--- src/rtl/disp_block_serializer.sv ---
// disp_block_serializer: snapshots the N-bit board image when a start is
// accepted. It then shifts the image out MSB-first on sclk/sdata and
// finishes with an sload latch pulse.
// Optional build macro DISP_SERIAL_INVERT_EN drives complemented data on
// sdata for active-low LED boards. With that macro the idle, latch and
// reset level of sdata is 1.
//
//   state   | meaning
//   --------+-----------------------------------------------------------
//   S_IDLE  | waiting for start; sclk/sload low, sdata at idle level
//   S_SHIFT | shifting snapshot bits N-1..0, CLK_DIV cycles per sclk phase
//   S_LATCH | sload high for CLK_DIV cycles, then done pulse
module disp_block_serializer #(
  parameter int N       = 64,
  parameter int CLK_DIV = 2   // clk cycles per sclk half-period, 1..255
) (
  input  logic         clk,
  input  logic         rst,
  input  logic [N-1:0] disp_num,
  input  logic         start,
  output logic         sclk,
  output logic         sdata,
  output logic         sload,
  output logic         busy,
  output logic         done
);

  localparam int IDX_W = (N > 1) ? $clog2(N) : 1;
  localparam int DIV_W = $clog2(CLK_DIV + 1);
  localparam logic [IDX_W-1:0] IDX_MAX = IDX_W'(N - 1);
  localparam logic [DIV_W-1:0] DIV_TC  = DIV_W'(CLK_DIV - 1);

`ifdef DISP_SERIAL_INVERT_EN
  localparam logic INV = 1'b1;
`else
  localparam logic INV = 1'b0;
`endif

  typedef enum logic [1:0] {
    S_IDLE  = 2'd0,
    S_SHIFT = 2'd1,
    S_LATCH = 2'd2
  } state_e;

  state_e           state_q, state_d;
  logic [N-1:0]     snap_q, snap_d;
  logic [IDX_W-1:0] idx_q, idx_d, idx_m1;
  logic [DIV_W-1:0] div_q, div_d;
  logic             phase_q, phase_d;   // 0: sclk low phase, 1: sclk high phase
  logic             sclk_q, sclk_d;
  logic             sdata_q, sdata_d;
  logic             sload_q, sload_d;
  logic             busy_q, busy_d;
  logic             done_q, done_d;

  logic div_tc;
  logic last_bit;

  assign div_tc   = (div_q == DIV_TC);
  assign last_bit = (idx_q == '0);

  // State register plus the registered datapath and outputs.
  always_ff @(posedge clk or negedge rst) begin
    if (!rst) begin
      state_q <= S_IDLE;
      snap_q  <= '0;
      idx_q   <= '0;
      div_q   <= '0;
      phase_q <= 1'b0;
      sclk_q  <= 1'b0;
      sdata_q <= INV;
      sload_q <= 1'b0;
      busy_q  <= 1'b0;
      done_q  <= 1'b0;
    end else begin
      state_q <= state_d;
      snap_q  <= snap_d;
      idx_q   <= idx_d;
      div_q   <= div_d;
      phase_q <= phase_d;
      sclk_q  <= sclk_d;
      sdata_q <= sdata_d;
      sload_q <= sload_d;
      busy_q  <= busy_d;
      done_q  <= done_d;
    end
  end

  // Next-state decode.
  always_comb begin
    state_d = state_q;
    case (state_q)
      S_IDLE:  if (start) state_d = S_SHIFT;
      S_SHIFT: if (phase_q && div_tc && last_bit) state_d = S_LATCH;
      S_LATCH: if (div_tc) state_d = S_IDLE;
      default: state_d = S_IDLE;
    endcase
  end

  // Next values for the datapath and the registered outputs.
  always_comb begin
    snap_d  = snap_q;
    idx_d   = idx_q;
    div_d   = div_q;
    phase_d = phase_q;
    sclk_d  = sclk_q;
    sdata_d = sdata_q;
    sload_d = sload_q;
    busy_d  = busy_q;
    done_d  = 1'b0;
    idx_m1  = idx_q - 1'b1;
    case (state_q)
      S_IDLE: begin
        sclk_d  = 1'b0;
        sdata_d = INV;
        sload_d = 1'b0;
        busy_d  = 1'b0;
        if (start) begin
          snap_d  = disp_num;
          idx_d   = IDX_MAX;
          div_d   = '0;
          phase_d = 1'b0;
          busy_d  = 1'b1;
          sdata_d = disp_num[N-1] ^ INV;
        end
      end
      S_SHIFT: begin
        if (div_tc) begin
          div_d = '0;
          if (!phase_q) begin
            phase_d = 1'b1;
            sclk_d  = 1'b1;
          end else begin
            // Falling sclk is the only point where sdata may change.
            phase_d = 1'b0;
            sclk_d  = 1'b0;
            if (last_bit) begin
              sdata_d = INV;
              sload_d = 1'b1;
            end else begin
              idx_d   = idx_m1;
              sdata_d = snap_q[idx_m1] ^ INV;
            end
          end
        end else begin
          div_d = div_q + 1'b1;
        end
      end
      S_LATCH: begin
        if (div_tc) begin
          div_d   = '0;
          sload_d = 1'b0;
          busy_d  = 1'b0;
          done_d  = 1'b1;
          sdata_d = INV;
        end else begin
          div_d = div_q + 1'b1;
        end
      end
      default: begin
        sclk_d  = 1'b0;
        sdata_d = INV;
        sload_d = 1'b0;
        busy_d  = 1'b0;
      end
    endcase
  end

  assign sclk  = sclk_q;
  assign sdata = sdata_q;
  assign sload = sload_q;
  assign busy  = busy_q;
  assign done  = done_q;

endmodule

--- config.mk ---
export PLATFORM = sky130hd
export DESIGN_NAME = disp_block_serializer
export DESIGN_NICKNAME = d
export VERILOG_FILES = /design/src/rtl/disp_block_serializer.sv
export SDC_FILE = /design/constraint.sdc
export NUM_CORES = 1
export LEC_CHECK = 0
export CAP_MARGIN = 0
export CELL_PAD_IN_SITES_DETAIL_PLACEMENT = 1
export CELL_PAD_IN_SITES_GLOBAL_PLACEMENT = 1
export CORE_MARGIN = 1
export CORE_UTILIZATION = 45
export CTS_BUF_LIST = sky130_fd_sc_hd__clkbuf_8
export DETAILED_ROUTE_END_ITERATION = 10
export GPL_ROUTABILITY_DRIVEN = 0
export GPL_TIMING_DRIVEN = 0
export PLACE_DENSITY = 0.94
export SYNTH_ARGS = -nofsm -noshare
export SYNTH_HDL_FRONTEND = slang
export SYNTH_SLANG_ARGS = --single-unit
--- constraint.sdc ---
create_clock -name clk -period 5.1 [get_ports clk]
set_input_delay 0.765 -clock clk [delete_from_list [all_inputs] [get_ports clk]]
set_output_delay 0.765 -clock clk [all_outputs]
set_load 0.05 [all_outputs]
==> results.sh, run 1 <==
export IMPL_vias=2571
export IMPL_tightest_slew_ns=0.7881
export IMPL_die_area_mm2=0.008782
export IMPL_power_density_mw_per_mm2=556.2
export IMPL_numPortBuffers=70
export IMPL_synth_distinct_cells=36
export IMPL_die_x_um=93.71
export IMPL_drive_gt1_share_pct=31.37
export IMPL_post_drt_wl_per_cell_um=22.74
export IMPL_dr_wl_met2_um=5769
export IMPL_finalSetupViolCount=0
export IMPL_coreArea_mm2=0.008175
export IMPL_synth_seq_cells=80
export IMPL_fin_ws_ns=1.336
export IMPL_postCtsResizedCells=0
export IMPL_grt_max_degree=61
export IMPL_worstSetupStartpointType="flip-flop"
export IMPL_max_stage_delay_ns=0.66
export IMPL_viasPerCell=5.565
export IMPL_synth_edf_count=0
export IMPL_maxCapViolCount=0
export IMPL_clockRootBuffer="clkbuf_8"
export IMPL_drt_met1_wl_um=4003
export IMPL_fin_crit_sh_pct=73.80
export IMPL_dpl_cell_area_mm2=0.004642
export IMPL_ctsHoldBuffers=0
export IMPL_drcViolationCount=0
export IMPL_hold_path_class="primary input to asynchronous set/reset pin"
export IMPL_tns_ns=0
export IMPL_final_cell_mix="80 x dfrtp_1, 69 x clkdlybuf4s50_1, 66 x mux2_2"
export IMPL_grt_pass1_wl_um=16890
export IMPL_synth_seq_area_share_pct=52.89
export IMPL_vdd_ir_drop_max_mv=0.2946
export IMPL_status="completed"
export IMPL_clk_pin_slew_worst_paths_ns=0.09
export IMPL_cpMostUsedCell="mux2i_1"
export IMPL_topRoutingLayerUsed="met4"
export IMPL_fp_dieH_um=93.71
export IMPL_final_common_cell="dfrtp_1"
export IMPL_first_pass_iters=4
export IMPL_final_hold_viol_count=0
export IMPL_wl_met3_um=502
export IMPL_power_leakage_nw=1.999
export IMPL_antenna_diode_count=0
export IMPL_synth_cells=270
export IMPL_ctsLongestPathBuffers=2
export IMPL_fin_crit_ns=3.764
export IMPL_clock_sinks=80
export IMPL_rr_startpoint="idx_q[0]"
export IMPL_synthesis_area_mm2=0.003785
export IMPL_rr_endpoint="sdata"
export IMPL_drtIter0Drc=61
export IMPL_async_flop_share_pct=100.0
export IMPL_worstSetupPathType="flip-flop to flip-flop"
export IMPL_max_freq_mhz=265.7
export IMPL_cp_end_kind="flip-flop"
export IMPL_slew_violations=0
export IMPL_startpoint="idx_q[0]"
export IMPL_finClkSkew_ns=0.006705
export IMPL_avgSynthCellArea_um2=14.02
export IMPL_cts_tree="built"
export IMPL_cts_setup_buffers=0
export IMPL_timing_hold_ws_ns=0.2871
export IMPL_slew_headroom_pct=47.46
export IMPL_final_nets=423
export IMPL_ff2ff_setup_slack_ns=1.34
export IMPL_wirelength_um=10500
export IMPL_antenna_left=0
export IMPL_rsz0062_at_grt="false"
export IMPL_place_ws_ns=1.440
export IMPL_numCtsBuffers=9
export IMPL_yosys_warnings=0
export IMPL_rows=33
export IMPL_grt_overflow_total=0
export IMPL_crit_path_cell_trace="buf_2 -> buf_2 -> inv_1 -> ha_1 -> clkbuf_1 -> clkbuf_1 -> mux4_2 -> mux2i_1 -> mux2i_1 -> mux2i_1 -> o211ai_2"
export IMPL_fill_cells=797
export IMPL_finish_instance_area_mm2=0.004857
export IMPL_antenna_found_initial=0
export IMPL_num_io_pins=72
export IMPL_cp_arrival_ns=4.01
export IMPL_cp_max_fo=10
export IMPL_synth_fp_nets=341
export IMPL_clk_latency_ns=0.36
export IMPL_endpoint="sdata"
export IMPL_reg2reg_depth=11
export IMPL_htree_levels=3
export IMPL_grt_pass1_vias=3026
export IMPL_grt_use_total_pct=26.55
export IMPL_place_hpwl_um=7228
export IMPL_synthFlopType="dfrtp_1"
export IMPL_syn_to_final_growth_pct=28.33
export IMPL_cpMaxStageDelayCell="clkbuf_1"
export IMPL_worstPathRequired_ns=5.34
export IMPL_initial_core_util_pct=46.30
## synth_stat cells, types with 2 or more instances
cell type  count  area share [%]
a21oi_1       12             1.6
dfrtp_1       80              53
a31oi_1        2            0.33
ha_1           4             1.3
buf_2          2            0.26
nor3_1         2            0.26
nand3_1        4            0.53
xor2_1         2            0.46
nor2_1        11             1.1
o21ai_0        9             1.2
a22o_1         2            0.46
o211ai_1       2            0.40
clkbuf_1      10            0.99
mux2_2        66              20
a21boi_0       2            0.40
mux2i_1        8             2.1
nand2b_1       2            0.33
mux4_2        16             9.5
inv_1         10            0.99
o21a_1         2            0.40
nand2_1        7            0.69
## kinds of logic after synthesis
group / share of synthesized area, %
multiplexers: 31.93
flip-flops: 52.89
AND/OR/NAND/NOR: 4.694
buffers and inverters: 2.248
adder cells (fa/ha/maj): 1.322
XOR/XNOR: 0.6943
AO/OA/AOI/OAI: 6.215
## per-layer routing
layer | vias to the layer above | global-route usage (%)
met1 | 1322 | 30.76
met3 | 17 | 6.392
met4 | 0 | 9.615
met5 | - | 0
met2 | 81 | 47.51
li1 | 1151 | -
## metrics by stage
step | util [%] | cells | total power, mW
finish | 59.41 | 462 | 2.702
global placement | 56.47 | 445 | 2.052
CTS | 59.41 | 462 | 2.713
detailed placement | 56.78 | 446 | 2.170
floorplan | - | 270 | 1.822
global route | 59.41 | 462 | 2.834
## power breakdown
group          leakage [nW]  switching (mW)  internal, mW
clock network         0.106           0.254         0.257
logic                 0.957           0.476         0.585
registers             0.936           0.201         0.929
## how the worst min path moves through the flow
stage                   from         end  cells after the start
finish                   rst  snap_q[47]                      1
global route             rst   snap_q[1]                      1
CTS                      rst   snap_q[0]                      1
detailed placement  div_q[1]    div_q[1]                      1
global placement    div_q[1]    div_q[1]                      1
floorplan           div_q[1]    div_q[1]                      1
## sequential cells by signal, summed over array words and instances, names as in the netlist
name and flops:
phase_q 1, sclk 1, sdata 1, sload 1
state_q 2, div_q 2, busy 1, snap_q 64
done 1, idx_q 6
## critical path: cells and delay by family, from the launching register on
kind                     cells  cell delay [ns]
adder cells (fa/ha/maj)      1             0.29
flip-flops                   1             0.36
AO/OA/AOI/OAI                1             0.09
buffers and inverters        5             1.92
multiplexers                 4             0.98
## layout make-up
| class | instances | area (um^2) | area share (%) |
|---|---|---|---|
| plain buffers | 12 | 47.55 | 0.9789 |
| clock buffers | 11 | 151.4 | 3.117 |
| clock inverters | 5 | 63.81 | 1.314 |
| inverters | 10 | 37.54 | 0.7728 |
| multi-input cells | 168 | 1698 | 34.96 |
| flip-flops and latches | 80 | 2002 | 41.22 |
| well taps | 105 | 131.4 | 2.705 |
| repair buffers | 71 | 725.7 | 14.94 |
Power figures use the tool's default switching activity.
==> inputs of run 2 (changes only) <==
- CORE_UTILIZATION: 45 -> 40
- PLACE_DENSITY: 0.94 -> 0.89
- clock period: 5.1 -> 3 ns (I/O delays scaled with it)
==> run 2 against run 1 <==
Cell count up 1.1%. Worst setup slack got worse by 1.1 ns. Wire length down 15%. Critical path depth shrank 1. Global-route usage fell by 6.5 points. Clock-buffer cell count decreased by 2. Sequential power rose by 65%. Power is 64% higher. Flip-flop and latch count did not move. Via count shrank 0.78%. Clock skew increased by 0.0053 ns. Critical path type unchanged.
==> results.sh, run 2 (synthesis gave the netlist of run 1 again) <==
export IMPL_status="completed"
export IMPL_htree_levels=3
export IMPL_largest_reg_flops=64
export IMPL_power_density_mw_per_mm2=911.1
export IMPL_worstPathRequired_ns=3.23
export IMPL_cpMaxStageDelayCell="ha_2"
export IMPL_rr_endpoint="sdata"
export IMPL_num_io_pins=72
export IMPL_drive_gt1_share_pct=32.02
export IMPL_clockRootBuffer="clkbuf_8"
export IMPL_cp_end_kind="flip-flop"
export IMPL_final_common_cell="dfrtp_1"
export IMPL_cp_max_fo=10
export IMPL_ctsLongestPathBuffers=2
export IMPL_max_freq_mhz=357.1
export IMPL_rsz0062_at_grt="false"
export IMPL_first_pass_iters=4
export IMPL_fill_cells=938
export IMPL_critPathTopFamily="buffers and inverters"
export IMPL_clk_latency_ns=0.36
export IMPL_cts_setup_buffers=0
export IMPL_maxCapViolCount=0
export IMPL_fin_crit_ns=2.800
export IMPL_grt_pass1_vias=2918
export IMPL_grt_use_total_pct=20.06
export IMPL_crit_path_cell_trace="buf_4 -> buf_4 -> inv_1 -> ha_2 -> buf_4 -> mux4_2 -> mux2i_1 -> mux2i_1 -> mux2i_1 -> o211ai_2"
export IMPL_finish_instance_area_mm2=0.004861
export IMPL_max_stage_delay_ns=0.47
export IMPL_drcViolationCount=0
export IMPL_final_nets=422
export IMPL_final_hold_viol_count=0
export IMPL_numPortBuffers=70
export IMPL_place_hpwl_um=6535
export IMPL_ff2ff_setup_slack_ns=0.20
export IMPL_drtIter0Drc=66
export IMPL_antenna_left=0
export IMPL_worstSetupStartpointType="flip-flop"
export IMPL_reg2reg_depth=10
export IMPL_vdd_ir_drop_max_mv=0.3717
export IMPL_die_area_mm2=0.009856
export IMPL_finClkSkew_ns=0.01203
export IMPL_grt_pass1_wl_um=14840
export IMPL_coreArea_mm2=0.009196
export IMPL_viasPerCell=5.463
export IMPL_hold_path_class="primary input to asynchronous set/reset pin"
export IMPL_rr_startpoint="idx_q[0]"
export IMPL_post_route_util_pct=52.86
export IMPL_finalSetupViolCount=0
export IMPL_die_x_um=99.28
export IMPL_cp_arrival_ns=3.03
export IMPL_rows=35
export IMPL_final_cell_mix="80 x dfrtp_1, 69 x clkdlybuf4s50_1, 66 x mux2_2"
export IMPL_tns_ns=0
export IMPL_numCtsBuffers=9
export IMPL_fp_dieH_um=99.28
export IMPL_cts_tree="built"
export IMPL_wirelength_um=8916
export IMPL_top_register="snap_q"
export IMPL_postCtsResizedCells=5
export IMPL_slew_headroom_pct=55.91
export IMPL_tightest_slew_ns=0.6591
export IMPL_grt_max_degree=47
export IMPL_worstSetupPathType="flip-flop to flip-flop"
export IMPL_vias=2551
export IMPL_worst_path_buf_inv=4
export IMPL_initial_core_util_pct=41.16
export IMPL_clock_sinks=80
export IMPL_startpoint="idx_q[0]"
export IMPL_clk_pin_slew_worst_paths_ns=0.08
export IMPL_post_drt_wl_per_cell_um=19.09
export IMPL_grt_overflow_total=0
export IMPL_dpl_cell_area_mm2=0.004649
export IMPL_antenna_diode_count=0
export IMPL_power_leakage_nw=1.998
export IMPL_top_regs="snap_q x64, idx_q x6"
export IMPL_antenna_found_initial=0
export IMPL_slew_violations=0
export IMPL_ctsHoldBuffers=0
export IMPL_cp_depth=10
export IMPL_fin_crit_sh_pct=93.35
export IMPL_syn_to_final_growth_pct=28.43
[run 2: changes by cell type in the layout (fill, tap and decap cells not counted), sizes merged]
cell	previous run	this run
clkbuf	21	17
buf	4	5
clkinv	2	4
[run 2: worst reg2reg max path: cells and delay by family (launching register included)]
kind | cells | cell delay (ns)
compound gates | 1 | 0.09
fa+ha+maj | 1 | 0.47
flops | 1 | 0.37
buf+inv | 4 | 0.89
mux | 4 | 0.88
[run 2: final cells by class]
cell class / count / area [um^2] / share of cell area, %
plain buffers: 11 / 52.55 / 1.081
clock buffers: 9 / 123.9 / 2.548
clock inverters: 7 / 80.08 / 1.647
inverters: 10 / 37.54 / 0.7722
multi-input cells: 168 / 1700 / 34.98
flip-flops and latches: 80 / 2002 / 41.18
well taps: 111 / 138.9 / 2.857
repair buffers: 71 / 725.7 / 14.93
[run 2: per-layer routing]
metal	track usage (%)	vias up	wire, um
li1	-	1148	-
met1	23.44	1332	3597
met2	36.32	56	4867
met3	3.725	15	286
met4	8.145	0	166
met5	0	-	0
[run 2: stage by stage]
step | hold WS (ns) | power [mW] | setup slack, ns | cells
3_5_place_dp | 0.4448 | 3.642 | -0.7829 | 452
5_1_grt | 0.06233 | 4.717 | 0.03235 | 467
6_report | 0.05015 | 4.429 | 0.1996 | 467
3_3_place_gp | 0.4646 | 3.504 | -1.325 | 451
2_1_floorplan | 0.1544 | 3.098 | 0.2209 | 270
4_1_cts | 0.05186 | 4.478 | 0.1155 | 467
[run 2: power by group]
part	internal, mW	leakage [nW]	switching (mW)	total [mW]
clock	0.393	0.101	0.421	0.813
combinational	0.999	0.960	0.760	1.76
sequential	1.58	0.936	0.280	1.86
total	2.97	2.00	1.46	4.43
[run 2: worst max-delay path by stage]
| stage | endpoint | slack [ns] |
|---|---|---|
| after floorplan | sdata | 0.22 |
| after detailed placement | sdata | -0.78 |
| after global placement | snap_q[25] | -1.33 |
| after global routing | sdata | 0.03 |
| final | sdata | 0.20 |
| after CTS | sdata | 0.12 |
==> inputs of run 3 (changes only) <==
- CORE_MARGIN: 1 -> not set
- CTS_BUF_LIST: sky130_fd_sc_hd__clkbuf_8 -> sky130_fd_sc_hd__clkbuf_4 sky130_fd_sc_hd__clkbuf_8
- HOLD_SLACK_MARGIN: not set -> 0.05
==> results of run 3 <==
Same layout as run 2: the final DEF is identical, and so are final timing and power.
